--- src/rtl/fetch_unit.sv ---
`default_nettype none
// +----------------------------------------------------------------------------+
// | Module      : fetch_unit                                                    |
// | Description : Instruction-fetch stage. Holds the 8-bit byte-addressed PC,   |
// |               drives the instruction memory address, and registers the     |
// |               returned 32-bit word together with PC + PC_STEP for the       |
// |               IF/ID pipeline register. Supports stall, branch redirect      |
// |               with a one-slot bubble, and optional halt detection.          |
// | Option      : FETCH_HALT_DETECT_EN - when defined, an opcode field equal to |
// |               HALT_OP parks the stage in HALT until a branch redirect.      |
// | Revision    : 1.0 - initial release                                         |
// +----------------------------------------------------------------------------+
// | Ports                                                                       |
// |   clk_IF           in   1   stage clock, rising edge                        |
// |   rst_n_IF         in   1   asynchronous active-low reset                   |
// |   stall_IF         in   1   freeze PC and outputs                           |
// |   branch_taken_IF  in   1   redirect request (wins over stall)              |
// |   branch_target_IF in   8   redirect byte address, bits [1:0] ignored       |
// |   imem_data_IF     in  32   instruction memory read data (async read)       |
// |   imem_addr_IF     out  8   current PC                                      |
// |   instruction_IF   out 32   registered fetched instruction                  |
// |   nextInst_IF      out  8   registered fetch address + PC_STEP              |
// |   valid_IF         out  1   instruction_IF holds a real instruction         |
// +----------------------------------------------------------------------------+
module fetch_unit #(
  parameter logic [7:0] RESET_PC = 8'h00,
  parameter logic [7:0] PC_STEP  = 8'd4,
  parameter logic [5:0] HALT_OP  = 6'h3F
) (
  input  logic        clk_IF,
  input  logic        rst_n_IF,
  input  logic        stall_IF,
  input  logic        branch_taken_IF,
  input  logic [7:0]  branch_target_IF,
  input  logic [31:0] imem_data_IF,
  output logic [7:0]  imem_addr_IF,
  output logic [31:0] instruction_IF,
  output logic [7:0]  nextInst_IF,
  output logic        valid_IF
);

`ifdef FETCH_HALT_DETECT_EN
  typedef enum logic [1:0] {
    S_IDLE = 2'd0,
    S_RUN  = 2'd1,
    S_HALT = 2'd2
  } state_t;
`else
  typedef enum logic [1:0] {
    S_IDLE = 2'd0,
    S_RUN  = 2'd1
  } state_t;
`endif

  state_t      r_state;
  logic [7:0]  r_pc;
  logic [31:0] r_instr;
  logic [7:0]  r_next;
  logic        r_valid;

  state_t      w_state_nxt;
  logic [7:0]  w_pc_nxt;
  logic [31:0] w_instr_nxt;
  logic [7:0]  w_next_nxt;
  logic        w_valid_nxt;

  logic [7:0]  w_pc_inc;
  logic [7:0]  w_branch_pc;

  // 8-bit modulo add: 8'hFC + 4 wraps to 8'h00 with no flag.
  assign w_pc_inc    = r_pc + PC_STEP;
  assign w_branch_pc = {branch_target_IF[7:2], 2'b00};

`ifdef FETCH_HALT_DETECT_EN
  logic       w_is_halt;
  logic [1:0] w_unused_tgt_lsb;
  assign w_is_halt        = (imem_data_IF[31:26] == HALT_OP);
  assign w_unused_tgt_lsb = branch_target_IF[1:0];
`else
  // Without halt detection the opcode compare is not built; these sinks keep
  // the ignored target bits and the idle parameter visibly accounted for.
  logic [7:0] w_unused_bits;
  assign w_unused_bits = {branch_target_IF[1:0], HALT_OP};
`endif

  always_ff @(posedge clk_IF or negedge rst_n_IF) begin
    if (!rst_n_IF) begin
      r_state <= S_IDLE;
      r_pc    <= RESET_PC;
      r_instr <= 32'h0;
      r_next  <= 8'h00;
      r_valid <= 1'b0;
    end else begin
      r_state <= w_state_nxt;
      r_pc    <= w_pc_nxt;
      r_instr <= w_instr_nxt;
      r_next  <= w_next_nxt;
      r_valid <= w_valid_nxt;
    end
  end

  always_comb begin
    w_state_nxt = r_state;
    w_pc_nxt    = r_pc;
    w_instr_nxt = r_instr;
    w_next_nxt  = r_next;
    w_valid_nxt = r_valid;

    case (r_state)
      // Single bubble slot after reset; stall and branch are not sampled.
      S_IDLE: begin
        w_instr_nxt = 32'h0;
        w_valid_nxt = 1'b0;
        w_state_nxt = S_RUN;
      end

      S_RUN: begin
        if (branch_taken_IF) begin
          w_pc_nxt    = w_branch_pc;
          w_instr_nxt = 32'h0;
          w_next_nxt  = 8'h00;
          w_valid_nxt = 1'b0;
        end else if (!stall_IF) begin
          w_instr_nxt = imem_data_IF;
          w_next_nxt  = w_pc_inc;
          w_valid_nxt = 1'b1;
          w_pc_nxt    = w_pc_inc;
`ifdef FETCH_HALT_DETECT_EN
          // The halt word itself is delivered; PC parks on its address.
          if (w_is_halt) begin
            w_pc_nxt    = r_pc;
            w_state_nxt = S_HALT;
          end
`endif
        end
      end

`ifdef FETCH_HALT_DETECT_EN
      // Only a redirect leaves HALT; stall is irrelevant here.
      S_HALT: begin
        w_instr_nxt = 32'h0;
        w_next_nxt  = 8'h00;
        w_valid_nxt = 1'b0;
        if (branch_taken_IF) begin
          w_pc_nxt    = w_branch_pc;
          w_state_nxt = S_RUN;
        end
      end
`endif

      default: begin
        w_state_nxt = S_IDLE;
      end
    endcase
  end

  assign imem_addr_IF   = r_pc;
  assign instruction_IF = r_instr;
  assign nextInst_IF    = r_next;
  assign valid_IF       = r_valid;

endmodule
`default_nettype wire
--- config.mk ---
export PLATFORM = sky130hd
export DESIGN_NAME = fetch_unit
export DESIGN_NICKNAME = d
export VERILOG_FILES = /design/src/rtl/fetch_unit.sv
export SDC_FILE = /design/constraint.sdc
export NUM_CORES = 1
export LEC_CHECK = 0
export BUFFER_PORTS_ARGS = -buffer_cell sky130_fd_sc_hd__buf_4
export CAP_MARGIN = 20
export CORE_ASPECT_RATIO = 0.9
export CORE_MARGIN = 8
export CORE_UTILIZATION = 49
export CTS_CLUSTER_SIZE = 14
export DETAILED_ROUTE_END_ITERATION = 12
export GPL_TIMING_DRIVEN = 0
export PLACE_DENSITY = 0.8
export RECOVER_POWER = 50
export SETUP_SLACK_MARGIN = 0.05
export SLEW_MARGIN = 10
export SYNTH_ARGS = -nofsm -noshare
export SYNTH_HDL_FRONTEND = slang
export SYNTH_SLANG_ARGS = --single-unit
export TNS_END_PERCENT = 100
--- constraint.sdc ---
create_clock -name clk_IF -period 2.2 [get_ports clk_IF]
set_clock_uncertainty 0.1 [all_clocks]
set_input_delay 0.11 -clock clk_IF [delete_from_list [all_inputs] [get_ports clk_IF]]
set_output_delay 0.11 -clock clk_IF [all_outputs]
set_load 0.005 [all_outputs]
# Yosys cells after proc, flatten, opt, wreduce, memory -nomap -nowiden
# Cells that the tools add are included.
# word_totals
reg_bits	51
# op_classes
add_sub_neg	1
n_eq_ne	3
mux	10
reduce_logical	4
# op_table
op	n
two-way mux 32 bit	2
one-hot mux 32 bit (2 select lines)	1
two-way mux 8 bit	3
adder 8 x 3 -> 8 bit (second input constant)	1
one-hot mux 2 bit (2 select lines)	1
AND reduction 2 bit	2
inequality test 3 bit (second input constant)	1
equality test 2 x 1 -> 1 bit (second input constant)	1
logical NOT 2 bit	1
two-way mux 1 bit	2
inequality test 2 x 1 -> 1 bit (second input constant)	1
one-hot mux 1 bit (2 select lines)	1
nonzero test 2 bit	1

# Depth between registers and ports, before layout
# Gate-level depths: netlist (run 1).
# logic_depth
depth_word	3
ltp_mapped	6

# Worst setup path after synthesis (run 1)
# No wires, ideal clock.
# synth_timing
kind	reg-to-reg
from	register r_pc[2] (netlist: imem_addr_IF[2])
to	register r_pc[6] (netlist: imem_addr_IF[6])
setup_ps	119
arrival_time_ps	1230
setup_slack_ps	750
path_stages_with_launch	6
synth_period_minus_slack_ps	1450
cell_sequence	dfrtp_1 ha_1 nor2b_1 a31o_2 a21oi_1 nor2_1
# synth_between
elab_chain_cells	3
# synth_rtl
element	line_no	rtl
start: declaration	56	logic [7:0] r_pc;
start signal: assignment	95	r_pc <= w_pc_nxt;
adder 8 x 3 -> 8 bit	71	assign w_pc_inc = r_pc + PC_STEP;
two-way mux 8 bit	123	end else if (!stall_IF) begin
two-way mux 8 bit	118	if (branch_taken_IF) begin
# Every way passes these cells. The select of a mux whose other input is x is not followed.
# A chain may end at the register's enable or synchronous reset.

# Worst setup path in the final report (run 1)
# layout_timing
from	register r_state[0]
to	register r_instr[0] (netlist: instruction_IF[0])
# layout_between
elab_chain_cells	3
word_cells_on_any_way	6
# layout_rtl
element	line_no	rtl
start: declaration	55	state_t r_state;
start signal: assignment	94	r_state <= w_state_nxt;
equality test 2 x 1 -> 1 bit or logical NOT 2 bit (tied branches)	109	case (r_state)
inequality test 3 bit (no source line) or nonzero test 2 bit (tied branches)	n/a	
AND reduction 2 bit (no source line)	n/a	
end signal: assignment	96	r_instr <= w_instr_nxt;
end: declaration	57	logic [31:0] r_instr;
# Parallel ways exist; a longest one is shown, timed or not.

==> run_results.csv, run 1 <==
group,metric,value,unit
run_status,run_status,"finished clean",
synthesis,synth_top_area_share,60.22,%
sta,slew_headroom,23.15,%
setup_path,reg2regPathDepth,4,
clock_tree,clkLatencyLatePin,290,ps
global_routing,grt_pass1_vias,1879,
synthesis,synth_cells,156,
layout,fill_cells,240,
floorplan,dieHeight,75.90,um
setup_path,rrSetupSlack,630,ps
clock_tree,clock_sinks,47,
synthesis,synth-seq-cells,47,
synthesis,synth_compound_area_share,23.45,%
global_routing,overflow,0,
global_routing,grt_max_degree,48,
setup_path,crit_path_max_fanout,10,
synthesis,synth_top_family_by_area,"compound AO/OA/AOI/OAI gates",
power_and_ir_drop,peakVddDrop,0.6403,mV
power_and_ir_drop,leakagePower,1.591,nW
floorplan,fp-row-count,21,
hold_path,min_to,"imem_addr_IF[3]$_DFFE_PN0P_",
hold_path,min_path_cells,3,
global_routing,grt.total_usage,19.96,%
synthesis,synth_xor_area_share,1.794,%
setup_path,crit_path_start,"r_state[0]$_DFFE_PN0N_",
synthesis,syn_avg_cell_area,12.52,um2
detailed_routing,via_count,1777,
detailed_routing,drtIter0Drc,117,
floorplan,core_area,0.003784,mm2
synthesis,post_synth_num_cell_types,33,
sta,finalSetupViolations,0,
sta,rsz0062_at_grt,"false",
layout,fin_nets,332,
synthesis,syn_area,0.001953,mm2
synthesis,synth_seq_area_share,60.22,%
global_routing,antenna_found_initial,0,
hold_path,hold_start,"branch_target_IF[3]",
sta,fin_crit,1565,ps
setup_path,critPathArrivalTime,1690,ps
hold_path,hp-class,"in -> reg",
setup_path,rr_endpoint,"instruction_IF[0]$_DFFE_PN0P_",
placed_design,dpl.hpwl,3990,um
detailed_routing,remaining_drc_errors,0,
floorplan,die-area,0.006265,mm2
setup_path,cp-start-kind,"flip-flop",
layout,drive_above_1_share,37.50,%
clock_tree,htreeDepth,2,
layout,syn2layout_area_growth,59.96,%
floorplan,io_pins,93,
clock_tree,cts_buffer_depth,2,
detailed_routing,drt.antenna.violating_nets,0,
floorplan,initial_core_util,51.62,%
synthesis,muxShareOfSynthArea,0.5766,%
layout,utilization,82.57,%
sta,fin_crit_sh,71.14,%
detailed_routing,routed_via_density,5.320,
clock_tree,cts_tree,"built",
setup_path,critical_path_class,"reg -> reg",
sta,maxSlewViolCount,0,
placed_design,numPortBuffers,87,
setup_path,r2r_start,"r_state[0]$_DFFE_PN0N_",
layout,mostFrequentLayoutCells,"buf_4, dfrtp_1, dlygate4sd3_1",
floorplan,die_w,82.55,um
clock_tree,root_buffer,"clkbuf_8",
flow_run,maxCapViolCount,0,
detailed_routing,drt_wl_total,6231,um
global_routing,grt_pass1_wl,9432,um
setup_path,cp-end-kind,"flip-flop",
sta,timing.setup.tns,0,ps
clock_tree,cts_made_buffers,5,
setup_path,required,2330,ps
sta,hold_viol,0,
clock_tree,cts.clk_slew.worst_paths,80,ps
synthesis,synthSimpleGateAreaFrac,6.919,%
sta,hold_slack,15.26,ps
layout,antennaDiodeCount,0,
synthesis,synth_area_leaders,"dfrtp_1, a22o_1, buf_6",
synthesis,synth_area_leader_cell,"dfrtp_1",
placed_design,gp_congestion,0.7730,
sta,fmax,638.9,MHz
sta,worst_slew_pin_slew,1153,ps
detailed_routing,wl_per_cell,18.66,um
detailed_routing,dr.pass1.iters,6,
power_and_ir_drop,p_per_area,657.1,mW/mm2
clock_tree,post_cts_buffers,0,
layout,mostFrequentLayoutCell,"buf_4",
synthesis,yosys.area_share.adder,0.6406,%
synthesis,ys.warnings.count,0,
-- flip-flops by register name (all words and copies together), names as in the netlist --
signal and cells:
r_state 1, valid_IF 1, instruction_IF 32, nextInst_IF 7, imem_addr_IF 6
-- cell type report --
class                   count  area, um2  share of cell area [%]
well taps                  46      57.56                   1.842
repair buffers            123      988.4                   31.64
clock buffers               6      82.58                   2.643
flip-flops and latches     47       1176                   37.65
inverters                   4      15.01                  0.4806
clock inverters             2      38.79                   1.241
plain buffers              13      102.6                   3.284
multi-input cells          93      663.1                   21.23
-- through the flow --
stage	cells	worst slack [ps]	cell area (um2)	power, mW
global route	334	535.6	3124	2.152
global placement	290	674.5	2668	1.346
detailed placement	290	666.2	2668	1.354
CTS	334	654.7	3149	2.069
finish	334	634.9	3124	2.053
floorplan	157	750.3	1957	1.150
-- repair_timing --
action                    4_1_cts  5_1_grt
hold buffers                   36        0
hold endpoints to repair       82        0
gates resized for setup         0        0
-- power breakdown --
part	leakage, nW	internal (mW)	switching, mW
registers	0.626	0.921	0.0554
clock network	0.0618	0.374	0.296
logic	0.903	0.237	0.171
total	1.59	1.53	0.522
-- logic make-up after synthesis --
logic type | Yosys count
AOI/OAI and AO/OA | 60
xor gates and xnor gates | 4
adders and majority gates | 1
buffers and inverters | 17
DFF | 47
muxes | 1
other | 2
and+or+nand+nor | 24
-- how the worst max path moves through the flow --
stage                                          endpoint  slack [ps]  depth (start not counted)
after global routing      instruction_IF[0]$_DFFE_PN0P_         540                          4
final                     instruction_IF[0]$_DFFE_PN0P_         630                          4
after floorplan             imem_addr_IF[6]$_DFFE_PN0P_         750                          5
after detailed placement    imem_addr_IF[6]$_DFFE_PN0P_         670                          5
after global placement      imem_addr_IF[6]$_DFFE_PN0P_         670                          5
after CTS                   imem_addr_IF[6]$_DFFE_PN0P_         650                          5
-- cells in the mapped netlist --
| master | n |
|---|---|
| dfrtp_1 | 47 |
| a22o_1 | 33 |
| a21oi_1 | 6 |
| nand2_1 | 6 |
| o21ai_0 | 6 |
| o22ai_1 | 6 |
| buf_4 | 5 |
| nand3_1 | 5 |
| buf_2 | 4 |
| buf_6 | 4 |
| nor2_1 | 4 |
| inv_1 | 3 |
| a22oi_1 | 2 |
| and3_1 | 2 |
| conb_1 | 2 |
| o2bb2ai_1 | 2 |
| xnor2_1 | 2 |
| xor2_1 | 2 |
| a21o_1 | 1 |
| a31o_2 | 1 |
| ha_1 | 1 |
| inv_2 | 1 |
| mux2_2 | 1 |
| nand2b_4 | 1 |
| nand3_2 | 1 |
| nor2_2 | 1 |
| nor2b_1 | 1 |
| nor3_2 | 1 |
| o211ai_1 | 1 |
| o21a_1 | 1 |
| o31ai_1 | 1 |
| or3_1 | 1 |
| or4_1 | 1 |
-- routing by layer --
metal | share of wire (%) | GRT usage, % | vias up
met5 | 0 | 0 | -
met4 | 2.1 | 7.266 | 0
met3 | 7.1 | 4.835 | 11
met2 | 51 | 34.67 | 66
met1 | 39 | 23.39 | 863
li1 | - | - | 837
-- critical path, stage by stage, from the launching register on --
cell,delay [ps]
dfrtp_1,350
inv_1,150
nor3_2,370
buf_2,300
a22o_1,220
(Power assumes the default switching activity.)
==> run 2: changes to the inputs <==
Settings changed: CORE_UTILIZATION 49 to 41, PLACE_DENSITY 0.8 to 0.71.
Clock period 2.2 ns to 1.35 ns, I/O delays scaled along.
==> run_results.csv, run 2 (synthesized netlist as in run 1, its figures left out) <==
group,metric,value,unit
run_status,run_status,"complete, but fails checks",
run_status,violations,"negative setup slack",
global_routing,antenna_found_initial,0,
floorplan,io_pins,93,
floorplan,fp-row-count,24,
sta,fmax,712.5,MHz
placed_design,numPortBuffers,87,
setup_path,cp-end-kind,"flip-flop",
detailed_routing,drt_wl_total,6434,um
power_and_ir_drop,peakVddDrop,0.5006,mV
setup_path,critPathArrivalTime,1530,ps
layout,stdcell_count,380,
global_routing,overflow,0,
power_and_ir_drop,p_sw_share,24.97,%
floorplan,initial_core_util,41.43,%
detailed_routing,drtIter0Drc,153,
floorplan,die_w,88.76,um
sta,setup_ws,-53.50,ps
layout,utilization,74.10,%
layout,antennaDiodeCount,0,
layout,fin_nets,360,
global_routing,grt_pass1_vias,1995,
global_routing,grt_pass1_wl,9784,um
sta,slew_headroom,59.37,%
floorplan,core_area,0.004715,mm2
power_and_ir_drop,switching_power,0.8581,mW
layout,mostFrequentLayoutCell,"buf_4",
setup_path,required,1470,ps
setup_path,cp-start-kind,"flip-flop",
setup_path,crit_path_max_fanout,4,
clock_tree,clock_sinks,47,
power_and_ir_drop,p_per_area,983.8,mW/mm2
sta,rsz0062_at_grt,"true",
sta,hold_viol,0,
setup_path,critical_path_class,"reg -> reg",
floorplan,dieHeight,81.48,um
global_routing,busiest_layer,"met2",
global_routing,grtUsageMet2,28.50,%
layout,mostFrequentLayoutCells,"buf_4, dfrtp_1, dlygate4sd3_1",
placed_design,gp_congestion,0.8071,
global_routing,grt.total_usage,17.27,%
detailed_routing,via_count,1895,
global_routing,use_met1,21.94,%
sta,fin_crit_sh,104.0,%
clock_tree,clkLatencyLatePin,290,ps
clock_tree,cts_tree,"built",
global_routing,use_met3,3.800,%
global_routing,grt_max_degree,48,
floorplan,die-area,0.007232,mm2
power_and_ir_drop,clock_power_share,28.2,%
layout,fill_cells,324,
power_and_ir_drop,internal-power,2.579,mW
layout,largest_reg_flops,32,
detailed_routing,remaining_drc_errors,0,
clock_tree,cts.clk_slew.worst_paths,70,ps
power_and_ir_drop,comb_power_share,25.6,%
sta,worst_slew_pin_slew,609.5,ps
setup_path,rrSetupSlack,-50,ps
clock_tree,htreeDepth,2,
detailed_routing,wl_per_cell,16.93,um
sta,finalSetupViolations,4,
clock_tree,cts_buffer_depth,2,
detailed_routing,drt.antenna.violating_nets,0,
hold_path,hp-class,"in -> reg",
clock_tree,cts_made_buffers,5,
power_and_ir_drop,leakagePower,1.766,nW
clock_tree,root_buffer,"clkbuf_8",
flow_run,maxCapViolCount,0,
detailed_routing,dr.pass1.iters,4,
placed_design,dp_cells,309,
layout,syn2layout_area_growth,78.86,%
placed_design,dpl.hpwl,3971,um
sta,maxSlewViolCount,0,
power_and_ir_drop,p_seq_share,46.3,%
layout,drive_above_1_share,46.67,%
detailed_routing,routed_via_density,4.987,
placed_design,pre_cts_slack,-119.2,ps
sta,fin_crit,1404,ps
==> run 2: changes by cell type in the layout (fill, tap and decap cells not counted), moves of 2 or more <==
cell,previous run,this run
dlygate4sd3_1,36,38
clkbuf_1,6,1
buf_6,4,14
buf_4,69,102
clkbuf_4,16,6
buf_2,4,2
dfrtp_1,47,44
dfrtp_2,0,3
==> run 2: final cells by class <==
cell class | count | area [um2] | area share, %
Clock inverter | 1 | 30.03 | 0.8596
Inverter | 4 | 17.52 | 0.5014
Buffer | 13 | 128.9 | 3.689
Multi-Input combinational cell | 93 | 718.2 | 20.56
Timing Repair Buffer | 151 | 1265 | 36.21
Sequential cell | 47 | 1180 | 33.78
Clock buffer | 6 | 72.57 | 2.077
Tap cell | 65 | 81.33 | 2.328
==> run 2: metrics by stage <==
stage	power, mW	hold WS [ps]	setup TNS (ps)	cell area, um2
finish	3.437	52.29	-114.3	3493
global route	3.617	37.13	-1342	3493
detailed placement	2.238	14.12	-3506	2719
CTS	3.420	7.392	-43.40	3397
floorplan	1.899	-328.1	-26.55	1984
global placement	2.228	14.51	-3523	2719
==> run 2: worst paths after layout <==
path	to	depth (start not counted)	start
min	imem_addr_IF[7]$_DFFE_PN0P_	4	branch_target_IF[7]
max reg2reg	imem_addr_IF[7]$_DFFE_PN0P_	5	imem_addr_IF[4]$_DFFE_PN0P_
min in group asynchronous	instruction_IF[13]$_DFFE_PN0P_	2	rst_n_IF
max in group asynchronous	imem_addr_IF[5]$_DFFE_PN0P_	2	rst_n_IF
min reg2reg	valid_IF$_DFFE_PN0P_	1	valid_IF$_DFFE_PN0P_
max	imem_addr_IF[7]$_DFFE_PN0P_	5	imem_addr_IF[4]$_DFFE_PN0P_
==> run 2: per-layer routing <==
metal | up-vias | wire length (um)
met1 | 939 | 2645
li1 | 890 | -
met3 | 10 | 401
met4 | 0 | 114
met5 | - | 0
met2 | 56 | 3273
==> run 2: power groups by stage <==
stage / clock network, mW / logic (mW) / registers [mW]
2_1_floorplan: 0 / 0.279 / 1.62
3_5_place_dp: 0 / 0.612 / 1.63
5_1_grt: 1.06 / 0.951 / 1.60
3_3_place_gp: 0 / 0.606 / 1.62
4_1_cts: 0.999 / 0.834 / 1.59
6_report: 0.968 / 0.878 / 1.59
==> run 2: worst max-delay path, stage by stage (launching register included) <==
cell and delay [ps]:
dfrtp_1 370, buf_6 110, and3_4 190, nand3_4 90, or4_1 400, nand3_1 80
==> run 2: timing repair <==
item,CTS,global route
hold buffers,37,1
setup endpoints to repair,39,42
gates cloned,2,2
setup buffers,17,5
hold endpoints to repair,83,1
pin swaps,13,13
resized for setup,18,7
==> run 3: changes to the inputs <==
Clock period 1.35 ns to 1.2 ns, I/O delays scaled along.
==> run_results.csv, run 3 (synthesized netlist as in run 1, its figures left out) <==
group,metric,value,unit
sta,worst_slew_pin_slew,635.9,ps
detailed_routing,drt.antenna.violating_nets,0,
layout,utilization,76.86,%
detailed_routing,dr.pass1.iters,4,
setup_path,required,1260,ps
placed_design,dp_cells,309,
floorplan,dieHeight,81.48,um
setup_path,critical_path_class,"reg -> reg",
global_routing,grt_pass1_wl,9770,um
global_routing,overflow,0,
clock_tree,cts.clk_slew.worst_paths,90,ps
setup_path,cp-start-kind,"flip-flop",
run_status,violations,"negative setup slack",
placed_design,dpl.hpwl,3932,um
detailed_routing,wl_per_cell,18.47,um
sta,finalSetupViolations,43,
layout,fin_nets,360,
clock_tree,cts_buffer_depth,2,
clock_tree,root_buffer,"clkbuf_8",
sta,hold_slack,76.57,ps
layout,stdcell_count,380,
sta,fin_crit,1542,ps
layout,largest_reg_flops,32,
floorplan,core_area,0.004715,mm2
detailed_routing,routed.top_layer,"met4",
layout,mostFrequentLayoutCells,"buf_4, dfrtp_1, dlygate4sd3_1",
detailed_routing,drt_wl_total,7018,um
detailed_routing,route.met3.wl,412,um
sta,slew_headroom,57.60,%
setup_path,cp-end-kind,"flip-flop",
layout,mostFrequentLayoutCell,"buf_4",
detailed_routing,drt-met1-wl,2696,um
detailed_routing,via_count,1980,
detailed_routing,routed-wl-met2,3576,um
power_and_ir_drop,leakagePower,1.800,nW
sta,fmax,648.3,MHz
placed_design,numPortBuffers,87,
floorplan,initial_core_util,41.43,%
layout,drive_above_1_share,51.11,%
detailed_routing,routed_via_density,5.211,
clock_tree,cts_tree,"built",
sta,setup_ws,-342.4,ps
setup_path,rrSetupSlack,-340,ps
run_status,run_status,"complete, but fails checks",
flow_run,maxCapViolCount,0,
global_routing,grt_pass1_vias,1929,
clock_tree,cts_made_buffers,5,
floorplan,die_w,88.76,um
sta,rsz0062_at_grt,"true",
setup_path,critPathArrivalTime,1600,ps
sta,maxSlewViolCount,0,
detailed_routing,remaining_drc_errors,0,
layout,antennaDiodeCount,0,
clock_tree,htreeDepth,2,
floorplan,die-area,0.007232,mm2
clock_tree,clock_sinks,47,
global_routing,antenna_found_initial,0,
power_and_ir_drop,peakVddDrop,0.6384,mV
global_routing,grt.total_usage,17.61,%
sta,fin_crit_sh,128.5,%
layout,syn2layout_area_growth,85.52,%
detailed_routing,drtIter0Drc,71,
clock_tree,clkLatencyLatePin,300,ps
placed_design,gp_congestion,0.7771,
floorplan,io_pins,93,
global_routing,grt_max_degree,48,
hold_path,hp-class,"in -> reg",
layout,fill_cells,291,
floorplan,fp-row-count,24,
sta,hold_viol,0,
power_and_ir_drop,p_per_area,1061,mW/mm2
setup_path,crit_path_max_fanout,3,
[run 3: cell types whose count changed in the layout (fill, tap and decap cells not counted), sizes merged]
| cell | change |
|---|---|
| clkinv | +2 |
| clkbuf | -5 |
| bufinv | -1 |
| buf | +4 |
[run 3: routing by layer]
layer,GRT usage (%),vias up
li1,-,897
met4,6.914,0
met5,0,-
met3,3.100,29
met2,29.98,94
met1,21.73,960
[run 3: final timing paths]
path	cells past startpoint	from	to
worst min-delay path	4	branch_target_IF[7]	imem_addr_IF[7]$_DFFE_PN0P_
worst max register to register	6	imem_addr_IF[3]$_DFFE_PN0P_	imem_addr_IF[7]$_DFFE_PN0P_
worst min register to register	1	valid_IF$_DFFE_PN0P_	valid_IF$_DFFE_PN0P_
max in group asynchronous	2	rst_n_IF	imem_addr_IF[6]$_DFFE_PN0P_
worst max-delay path	6	imem_addr_IF[3]$_DFFE_PN0P_	imem_addr_IF[7]$_DFFE_PN0P_
min in group asynchronous	2	rst_n_IF	nextInst_IF[4]$_DFFE_PN0P_
[run 3: cell type report]
type | count | area [um2] | area share, %
inverter | 4 | 17.52 | 0.4834
sequential | 47 | 1181 | 32.60
multi-input combinational | 93 | 800.8 | 22.10
clock buffer | 5 | 68.82 | 1.899
clock inverter | 2 | 13.76 | 0.3798
tap | 65 | 81.33 | 2.244
buffer | 12 | 125.1 | 3.453
timing repair buffer | 152 | 1335 | 36.84
[run 3: timing repair]
item                                   CTS  global route
endpoints found under the hold margin   84             0
resized for setup                       18            34
gates cloned                             4             0
setup buffers                           17             6
hold buffers                            38             0
pin swaps                                5            17
setup endpoints to repair               44            48
[run 3: power breakdown]
group	total (mW)	internal, mW	switching (mW)
sequential	1.80	1.69	0.107
combinational	1.11	0.658	0.452
clock	0.936	0.400	0.536
[run 3: critical path: stages, from the launching register on]
cell and delay [ps]:
dfrtp_2 420, buf_4 140, buf_4 120, nand3_4 80
buf_6 120, o211ai_1 280, nand3_1 140
[run 3: stage by stage]
stage | total power, mW | area [um2] | TNS, ps | setup slack [ps]
floorplan | 2.146 | 2018 | -451.5 | -163.9
global placement | 2.520 | 2753 | -5040 | -224.3
detailed placement | 2.527 | 2753 | -6567 | -233.1
CTS | 3.657 | 3450 | -5951 | -199.5
global route | 3.991 | 3623 | -9119 | -357.0
finish | 3.846 | 3623 | -7674 | -342.4
